--- config.mk ---
export PLATFORM = sky130hd
export DESIGN_NAME = project_select_ctrl
export DESIGN_NICKNAME = d
export VERILOG_FILES = /design/src/rtl/project_select_ctrl.sv
export SDC_FILE = /design/constraint.sdc
export NUM_CORES = 1
export LEC_CHECK = 0
export ABC_AREA = 1
export ABC_CLOCK_PERIOD_IN_PS = 1600
export CORE_MARGIN = 2
export CORE_UTILIZATION = 37
export DETAILED_ROUTE_END_ITERATION = 7
export GPL_TIMING_DRIVEN = 0
export MAX_ROUTING_LAYER = met4
export SYNTH_ARGS = -nofsm -noshare
export SYNTH_HDL_FRONTEND = slang
export SYNTH_SLANG_ARGS = --single-unit
--- constraint.sdc ---
create_clock -name wb_clk_i -period 1.6 [get_ports wb_clk_i]
set_clock_uncertainty 0.15 [all_clocks]
set_input_delay 0.32 -clock wb_clk_i [delete_from_list [all_inputs] [get_ports wb_clk_i]]
set_output_delay 0.32 -clock wb_clk_i [all_outputs]
set_load 0.03 [all_outputs]
--- src/rtl/project_select_ctrl.sv ---
// Break-before-make project selector: drops all enables, waits a guard interval,
// then enables exactly one project (or none) and counts completed switches.
module project_select_ctrl #(
  parameter int NUM_PROJECTS = 16,
  parameter int GUARD_CYCLES = 4
) (
  input  logic                    wb_clk_i,
  input  logic                    wb_rst_n,
  input  logic                    req_valid,
  input  logic [7:0]              req_id,
  output logic                    req_ready,
  output logic [NUM_PROJECTS-1:0] active,
  output logic [7:0]              cur_id,
  output logic                    busy,
  output logic                    err,
  input  logic                    err_clr,
  output logic [7:0]              switch_count
);

  typedef enum logic [1:0] {
    ST_IDLE,
    ST_DRAIN,
    ST_ACTIVE
  } state_t;

  localparam logic [7:0]              GUARD_LOAD = 8'(GUARD_CYCLES - 1);
  localparam logic [NUM_PROJECTS-1:0] ONE_LSB    = {{(NUM_PROJECTS-1){1'b0}}, 1'b1};

  state_t                  r_state;
  logic [7:0]              r_guard;
  logic [7:0]              r_tgt_id;
  logic                    r_req_ready;
  logic [NUM_PROJECTS-1:0] r_active;
  logic [7:0]              r_cur_id;
  logic                    r_busy;
  logic                    r_err;
  logic [7:0]              r_switch_count;

  logic w_accept;
  logic w_id_bad;

  assign w_accept = req_valid && r_req_ready;
  assign w_id_bad = {24'd0, req_id} >= 32'(NUM_PROJECTS);

  // NOTE: all state updates use non-blocking assignments so every register
  // samples the pre-edge values, independent of statement order.
  always_ff @(posedge wb_clk_i) begin
    if (!wb_rst_n) begin
      r_state        <= ST_IDLE;
      r_guard        <= '0;
      r_tgt_id       <= '0;
      r_req_ready    <= 1'b1;
      r_active       <= '0;
      r_cur_id       <= '0;
      r_busy         <= 1'b0;
      r_err          <= 1'b0;
      r_switch_count <= '0;
    end else begin
      // A new error on this edge takes priority over a clear request.
      if (w_accept && w_id_bad) begin
        r_err <= 1'b1;
      end else if (err_clr) begin
        r_err <= 1'b0;
      end

      case (r_state)
        ST_IDLE, ST_ACTIVE: begin
          if (w_accept) begin
            r_state     <= ST_DRAIN;
            r_guard     <= GUARD_LOAD;
            r_tgt_id    <= w_id_bad ? 8'd0 : req_id;
            r_active    <= '0;
            r_cur_id    <= '0;
            r_busy      <= 1'b1;
            r_req_ready <= 1'b0;
          end
        end
        ST_DRAIN: begin
          if (r_guard == 8'd0) begin
            r_busy      <= 1'b0;
            r_req_ready <= 1'b1;
            if (r_tgt_id != 8'd0) begin
              r_state  <= ST_ACTIVE;
              r_active <= ONE_LSB << r_tgt_id;
              r_cur_id <= r_tgt_id;
              if (r_switch_count != 8'hFF) begin
                r_switch_count <= r_switch_count + 8'd1;
              end
            end else begin
              r_state <= ST_IDLE;
            end
          end else begin
            r_guard <= r_guard - 8'd1;
          end
        end
        default: begin
          r_state     <= ST_IDLE;
          r_active    <= '0;
          r_cur_id    <= '0;
          r_busy      <= 1'b0;
          r_req_ready <= 1'b1;
        end
      endcase
    end
  end

  assign req_ready    = r_req_ready;
  assign active       = r_active;
  assign cur_id       = r_cur_id;
  assign busy         = r_busy;
  assign err          = r_err;
  assign switch_count = r_switch_count;

endmodule

==> results.md, run 1 <==
- Largest net degree at the start of global routing: 17
- Area of the mapped netlist: 2560 sq um
- Number of buffers created by CTS: 5
- HP Class: reg -> reg
- Filler instances: 671
- Worst R2R Setup Slack: -0.1 ps
- Most common library cells after synthesis: nand2_1 (101), dfxtp_1 (53), nor2_1 (53), inv_1 (41), a21oi_1 (34)
- Placed Area: 3110 sq um
- DR WL/cell: 12.1 microns
- Core Box Area: 6760 sq um
- Critical path type: reg -> reg
- Period utilization: 1.00
- Top cell type's share of synthesized area: 0.415
- Setup Slack @ Placement: -401 ps
- Run status: finished with violations
- Clk sinks: 53
- Min Tclk post-route: 1600 ps
- Worst path most repeated cell: nor2_4
- LEAKAGE: 1.54 nW
- Max Clk Rate: 0.625 GHz
- Max-slew violation count: 0
- Via Count: 2476
- Synth Register Bits: 53
- Critical path startpoint: r_guard[2]
- Crit path cell chain: nor2_4 -> nand2_4 -> nor2_4 -> nand3_4 -> nor2_4 -> nand2_1 -> a21oi_1
- Post-synthesis async set-or-reset flop share: 0
- Worst setup SP type: register
- Hpwl dp: 4.27 mm
- H-tree lvl count: 2
- Final WL: 6.29 mm
- Nets: 452
- CTS max path bufs: 2
- IO Port Bufs: 45
- Max stage delay on crit path: 370 ps
- I/O pin cnt: 47
- Clk pin slew, worst setup/hold paths: 100 ps
- Synth area leaders: dfxtp_1 (41%), nand2_1 (15%), nor2_1 (7.8%), a21oi_1 (6.7%), inv_1 (6.0%)
- Crit path max fanout: 5
- Post-synth top area cell: dfxtp_1
- Total Routing Usage GR: 0.177
- Final hold vios: 0
- Max-capacitance violation count: 0
- Gp weighted congestion: 0.789
- Failing checks: negative setup slack
- Min Hold Slack: 300 ps
- CP Data Arrival Time: 1690 ps
- DRC errors left: 0
- Worst slew pin tran: 627 ps
- Syn nets: 382
- Setup Viol. Count Final: 1
- Initial DRC Count: 124
- Post-Layout Cell Count: 518
- Ys Warns: 0
- Clock root buffer: clkbuf_8
- Count leader, synth: nand2_1
- Critical path required time: 1690 ps
- FF-to-FF Start: r_guard[2]
- Worst setup EP type: register
- Post-Layout Inst Area: 3530 sq um
- Global-route wire length before repair: 10.4 mm
- Total power draw: 3.49 mW
- Initial Util: 0.379
- Number of global-route vias before repair: 2229
- Yosys cell types: 27
- FP Rows: 30
- Crit-path slowest cell: dfxtp_4
- Remaining antenna violation count: 0
- Pwr/cell area: 989 nW/um^2
- CTS tree: built
- Share of cells above drive strength 1: 0.231
- Vias per inst: 4.78
- Setup TNS: -0.0951 ps
- Slew margin rel.: 0.582
- Later-pin clock latency in the skew report: 310 ps
- Initial DRT Pass Iterations: 6
- Post-Place Cells: 492
- Final core occ: 0.523
- Initial antenna violation count: 0
- RSZ-0062 raised after global routing: true
- Die Ht: 87.2 microns
- GRT Residual Overflow: 0
- Die Width: 87.2 microns
- Top FF cell, synth: dfxtp_1
- Synthesis-to-layout area growth: 38.0%
- Inserted Diodes: 0
- Final WS setup: -0.0951 ps
- Number of flops mapped to enable cells by yosys: 0
- Max rail drop VDD: 0.474 mV
- Syn avg cell area: 6.97 sq um
- Die ar.: 7600 sq um
- Part of the Yosys area used for sequential elements: 0.415
- Synth Instances: 367
- HP Start: r_guard[0]
## cell families after synthesis
kind of cell	after synthesis	synth area share
and+or+nand+nor	202	0.357
AOI/OAI and AO/OA	50	0.107
xor gates and xnor gates	6	0.0205
DFF	53	0.415
adders and majority gates	3	0.0147
buffers and inverters	53	0.0866
## cell type report
type	count	area, sq um	share of cell area
Multi-Input combinational cell	262	1440	0.409
Tap cell	80	100	0.0283
Sequential cell	53	1080	0.307
Clock buffer	6	72.6	0.0205
Timing Repair Buffer	62	563	0.159
Buffer	8	56.3	0.0159
Clock inverter	2	38.8	0.0110
Inverter	45	173	0.0489
## per-layer routing
| layer | routed length [microns] | track usage |
|---|---|---|
| met2 | 2860 | 0.270 |
| met5 | 0 | - |
| met4 | 85 | 0.0545 |
| met1 | 3110 | 0.239 |
| met3 | 234 | 0.0313 |
## layout by cell type (no fill, tap or decap), types with 2 or more instances in the layout
master,n
nand2_1,88
nor2_1,49
dfxtp_1,38
inv_1,37
a21oi_1,29
nand3_1,23
dlygate4sd2_1,22
dfxtp_2,13
nor2_4,12
buf_4,12
clkdlybuf4s50_1,10
nand2_2,9
o21ai_0,8
inv_2,7
nand2_4,7
clkbuf_1,6
xor2_1,6
clkdlybuf4s15_1,6
clkbuf_2,6
buf_6,5
a21oi_2,5
clkbuf_8,5
o21ai_1,4
nor3_1,3
nand3b_1,3
nand4_1,3
nor2_2,2
nand3_4,2
o21ai_2,2
ha_4,2
dfxtp_4,2
## state kept, by name, summed over array words and instances (netlist names)
name and cells:
req_ready 1, r_guard 8, switch_count 8, err 1, active 16, r_state 2, r_tgt_id 8, cur_id 8
busy 1
## power breakdown
group / total [mW] / internal, mW / leakage [nW] / switching [mW]
clock network: 0.920 / 0.470 / 0.0554 / 0.450
registers: 1.45 / 1.40 / 0.437 / 0.0570
logic: 1.12 / 0.449 / 1.05 / 0.668
total: 3.49 / 2.32 / 1.54 / 1.17
## path summary, 6_finish.rpt
| kind | endpoint | cells past startpoint |
|---|---|---|
| min | r_guard[0] | 1 |
| max reg2reg | active[12] | 7 |
| min reg2reg | r_guard[0] | 1 |
| max | active[12] | 7 |
## repair_timing
action                                  4_1_cts  5_1_grt
endpoints found under the setup margin       77       57
gates resized for setup                      49       71
buffers inserted                              7        9
pin swaps                                     6       14
hold buffers                                  0        0
cloned                                        1        1
## worst max-delay path, delay by kind of cell, from the launching register on
family          cells  cell delay (ps)
simple gates        6              870
compound gates      1              150
flops               1              370
(Power assumes the default switching activity.)
==> inputs of run 2 (changes only) <==
CORE_UTILIZATION = 47   (was 37)
PLACE_DENSITY = 0.76   (was default)
==> run 2 against run 1 <==
The run still ends with negative setup slack left. Flip-flop and latch count stayed put. Clock-buffer cell count rose by 1. Critical path depth increased by 1. Hold slack improved by 8.6 ps. Die area shrank 20%. Register-to-register slack about the same. Design area is 1.9% lower. Sequential share of layout area is 0.48 points higher. Maximum frequency is essentially flat. Critical path type unchanged.
==> results.md, run 2 (synthesis gave the netlist of run 1 again) <==
- Run status: finished with violations
- Failing checks: negative setup slack
- CP Data Arrival Time: 1660 ps (-30 ps)
- Post-Place Cells: 482 (-2.0%)
- Clk sinks: 53 (unchanged)
- Worst setup SP type: register
- Initial antenna violation count: 0 (unchanged)
- FP Rows: 26 (-13%)
- Max-slew violation count: 0 (unchanged)
- Core Box Area: 5170 sq um (-23%)
- Inserted Diodes: 0 (unchanged)
- H-tree lvl count: 2 (unchanged)
- Hpwl dp: 4.11 mm (-3.7%)
- Die Width: 77.8 microns (-11%)
- Worst slew pin tran: 588 ps (-39.9 ps)
- Final hold vios: 0 (unchanged)
- Critical path type: reg -> reg
- Gp weighted congestion: 0.860 (+8.9%)
- Vias per inst: 5.01 (+4.7%)
- Synthesis-to-layout area growth: 35.5%
- CTS max path bufs: 2 (unchanged)
- Largest net degree at the start of global routing: 16 (-1)
- Final WL: 6.05 mm (-3.8%)
- Max reg flops: 16 (unchanged)
- Hold_buf cts: 0 (unchanged)
- Initial DRT Pass Iterations: 4 (-2)
- Global-route wire length before repair: 9.80 mm (-5.5%)
- Min Tclk post-route: 1600 ps (-0.0844 ps)
- GRT Residual Overflow: 0 (unchanged)
- Die ar.: 6050 sq um (-20%)
- Period utilization: 1.00 (about the same)
- Setup Viol. Count Final: 1 (unchanged)
- DRC errors left: 0 (unchanged)
- Clock root buffer: clkbuf_8
- Max-capacitance violation count: 0 (unchanged)
- I/O pin cnt: 47 (unchanged)
- RSZ-0062 raised after global routing: true
- Crit path max fanout: 6 (+1)
- Via Count: 2543 (+2.7%)
- Reg-to-reg endpoint: active[4]
- Total power draw: 3.34 mW (-4.3%)
- CTS tree: built
- DR WL/cell: 11.9 microns (-1.9%)
- Number of buffers created by CTS: 5 (unchanged)
- Max Clk Rate: 0.625 GHz (about the same)
- Filler instances: 442 (-34%)
- Critical path startpoint: r_guard[1]
- Post-Layout Cell Count: 508 (-1.9%)
- FF-to-FF Start: r_guard[1]
- Final WS setup: -0.0108 ps (+0.0844 ps)
- Slew margin rel.: 0.608 (+0.0266)
- Later-pin clock latency in the skew report: 300 ps (about the same)
- Commonest non-fill, non-tap cell in the layout: nand2_1
- Max rail drop VDD: 0.664 mV (+40%)
- Critical path required time: 1660 ps (-30 ps)
- IO Port Bufs: 45 (unchanged)
- Worst setup EP type: register
- Crit path to: active[4]
- Die Ht: 77.8 microns (-11%)
- HP Class: reg -> reg
- Most frequent cells in the layout: nand2_1 (89), nor2_1 (46), dfxtp_1 (41)
- Total Routing Usage GR: 0.204 (+0.0271)
- LEAKAGE: 1.52 nW (-1.1%)
- Remaining antenna violation count: 0 (unchanged)
- R2r worst-path depth: 8 (+1)
- Initial Util: 0.495 (+0.116)
- Number of global-route vias before repair: 2195 (-1.5%)
- Initial DRC Count: 149 (+20%)
- Clk pin slew, worst setup/hold paths: 90 ps (about the same)
- Share of cells above drive strength 1: 0.221 (-0.00913)
- HP Start: active[0]
- Nets: 452 (unchanged)
- Worst R2R Setup Slack: -0.01 ps (about the same)
- Pwr/cell area: 964 nW/um^2 (-2.5%)
-- run 2: cell count changes in the layout (fill, tap and decap cells not counted), sizes merged --
cell / delta
bufinv: -1
clkdlybuf4s15: -2
clkinv: -1
clkinvlp: +1
dlygate4sd2: +3
-- run 2: metal layers --
metal	GRT usage	vias up	wire [microns]
met3	0.0430	10	332
met1	0.263	1159	2840
met4	0.0589	0	95
met5	-	-	0
li1	-	1292	-
met2	0.323	82	2780
-- run 2: worst min path at each step --
stage	end	slack (ps)	cells after the start
floorplan	r_guard[0]	270	1
global placement	r_guard[0]	290	1
detailed placement	r_guard[0]	290	1
CTS	r_guard[1]	310	3
global route	cur_id[1]	330	2
finish	active[0]	310	2
-- run 2: timing repair --
action / CTS / global route
cloned: 1 / 2
buffers inserted: 7 / 8
hold endpoints to repair: 0 / 0
setup endpoints to repair: 80 / 48
pin swaps: 5 / 12
resized for setup: 48 / 62
-- run 2: worst max-delay path, stage by stage (launching register included) --
cell and delay (ps):
dfxtp_2 340, inv_2 80, ha_4 150, nand2_4 70, o21ai_4 200, nand3_4 170
buf_6 170, o21ai_1 120, nor2_1 50
-- run 2: where the power goes --
group	switching [mW]	internal, mW
sequential	0.0587	1.40
combinational	0.676	0.466
clock	0.432	0.311
-- run 2: cell type report --
| type | count | area (sq um) | share of cell area |
|---|---|---|---|
| clock inverter | 1 | 7.51 | 0.00217 |
| inverter | 45 | 175 | 0.0505 |
| clock buffer | 7 | 76.3 | 0.0220 |
| multi-input combinational | 262 | 1430 | 0.411 |
| buffer | 8 | 56.3 | 0.0162 |
| timing repair buffer | 62 | 557 | 0.161 |
| sequential | 53 | 1080 | 0.312 |
| tap | 70 | 87.6 | 0.0253 |
-- run 2: stage by stage --
| stage | worst slack (ps) | hold WS, ps | setup TNS [ps] | area (sq um) | utilization |
|---|---|---|---|---|---|
| after global routing | -74.8 | 328 | -1370 | 3470 | 0.670 |
| after floorplan | 24.0 | 273 | 0 | 2560 | - |
| after detailed placement | -393 | 293 | -8150 | 3100 | 0.600 |
| after global placement | -388 | 286 | -7450 | 3100 | 0.600 |
| after CTS | 0.435 | 307 | 0 | 3240 | 0.626 |
| final | -0.0108 | 309 | -0.0108 | 3470 | 0.670 |
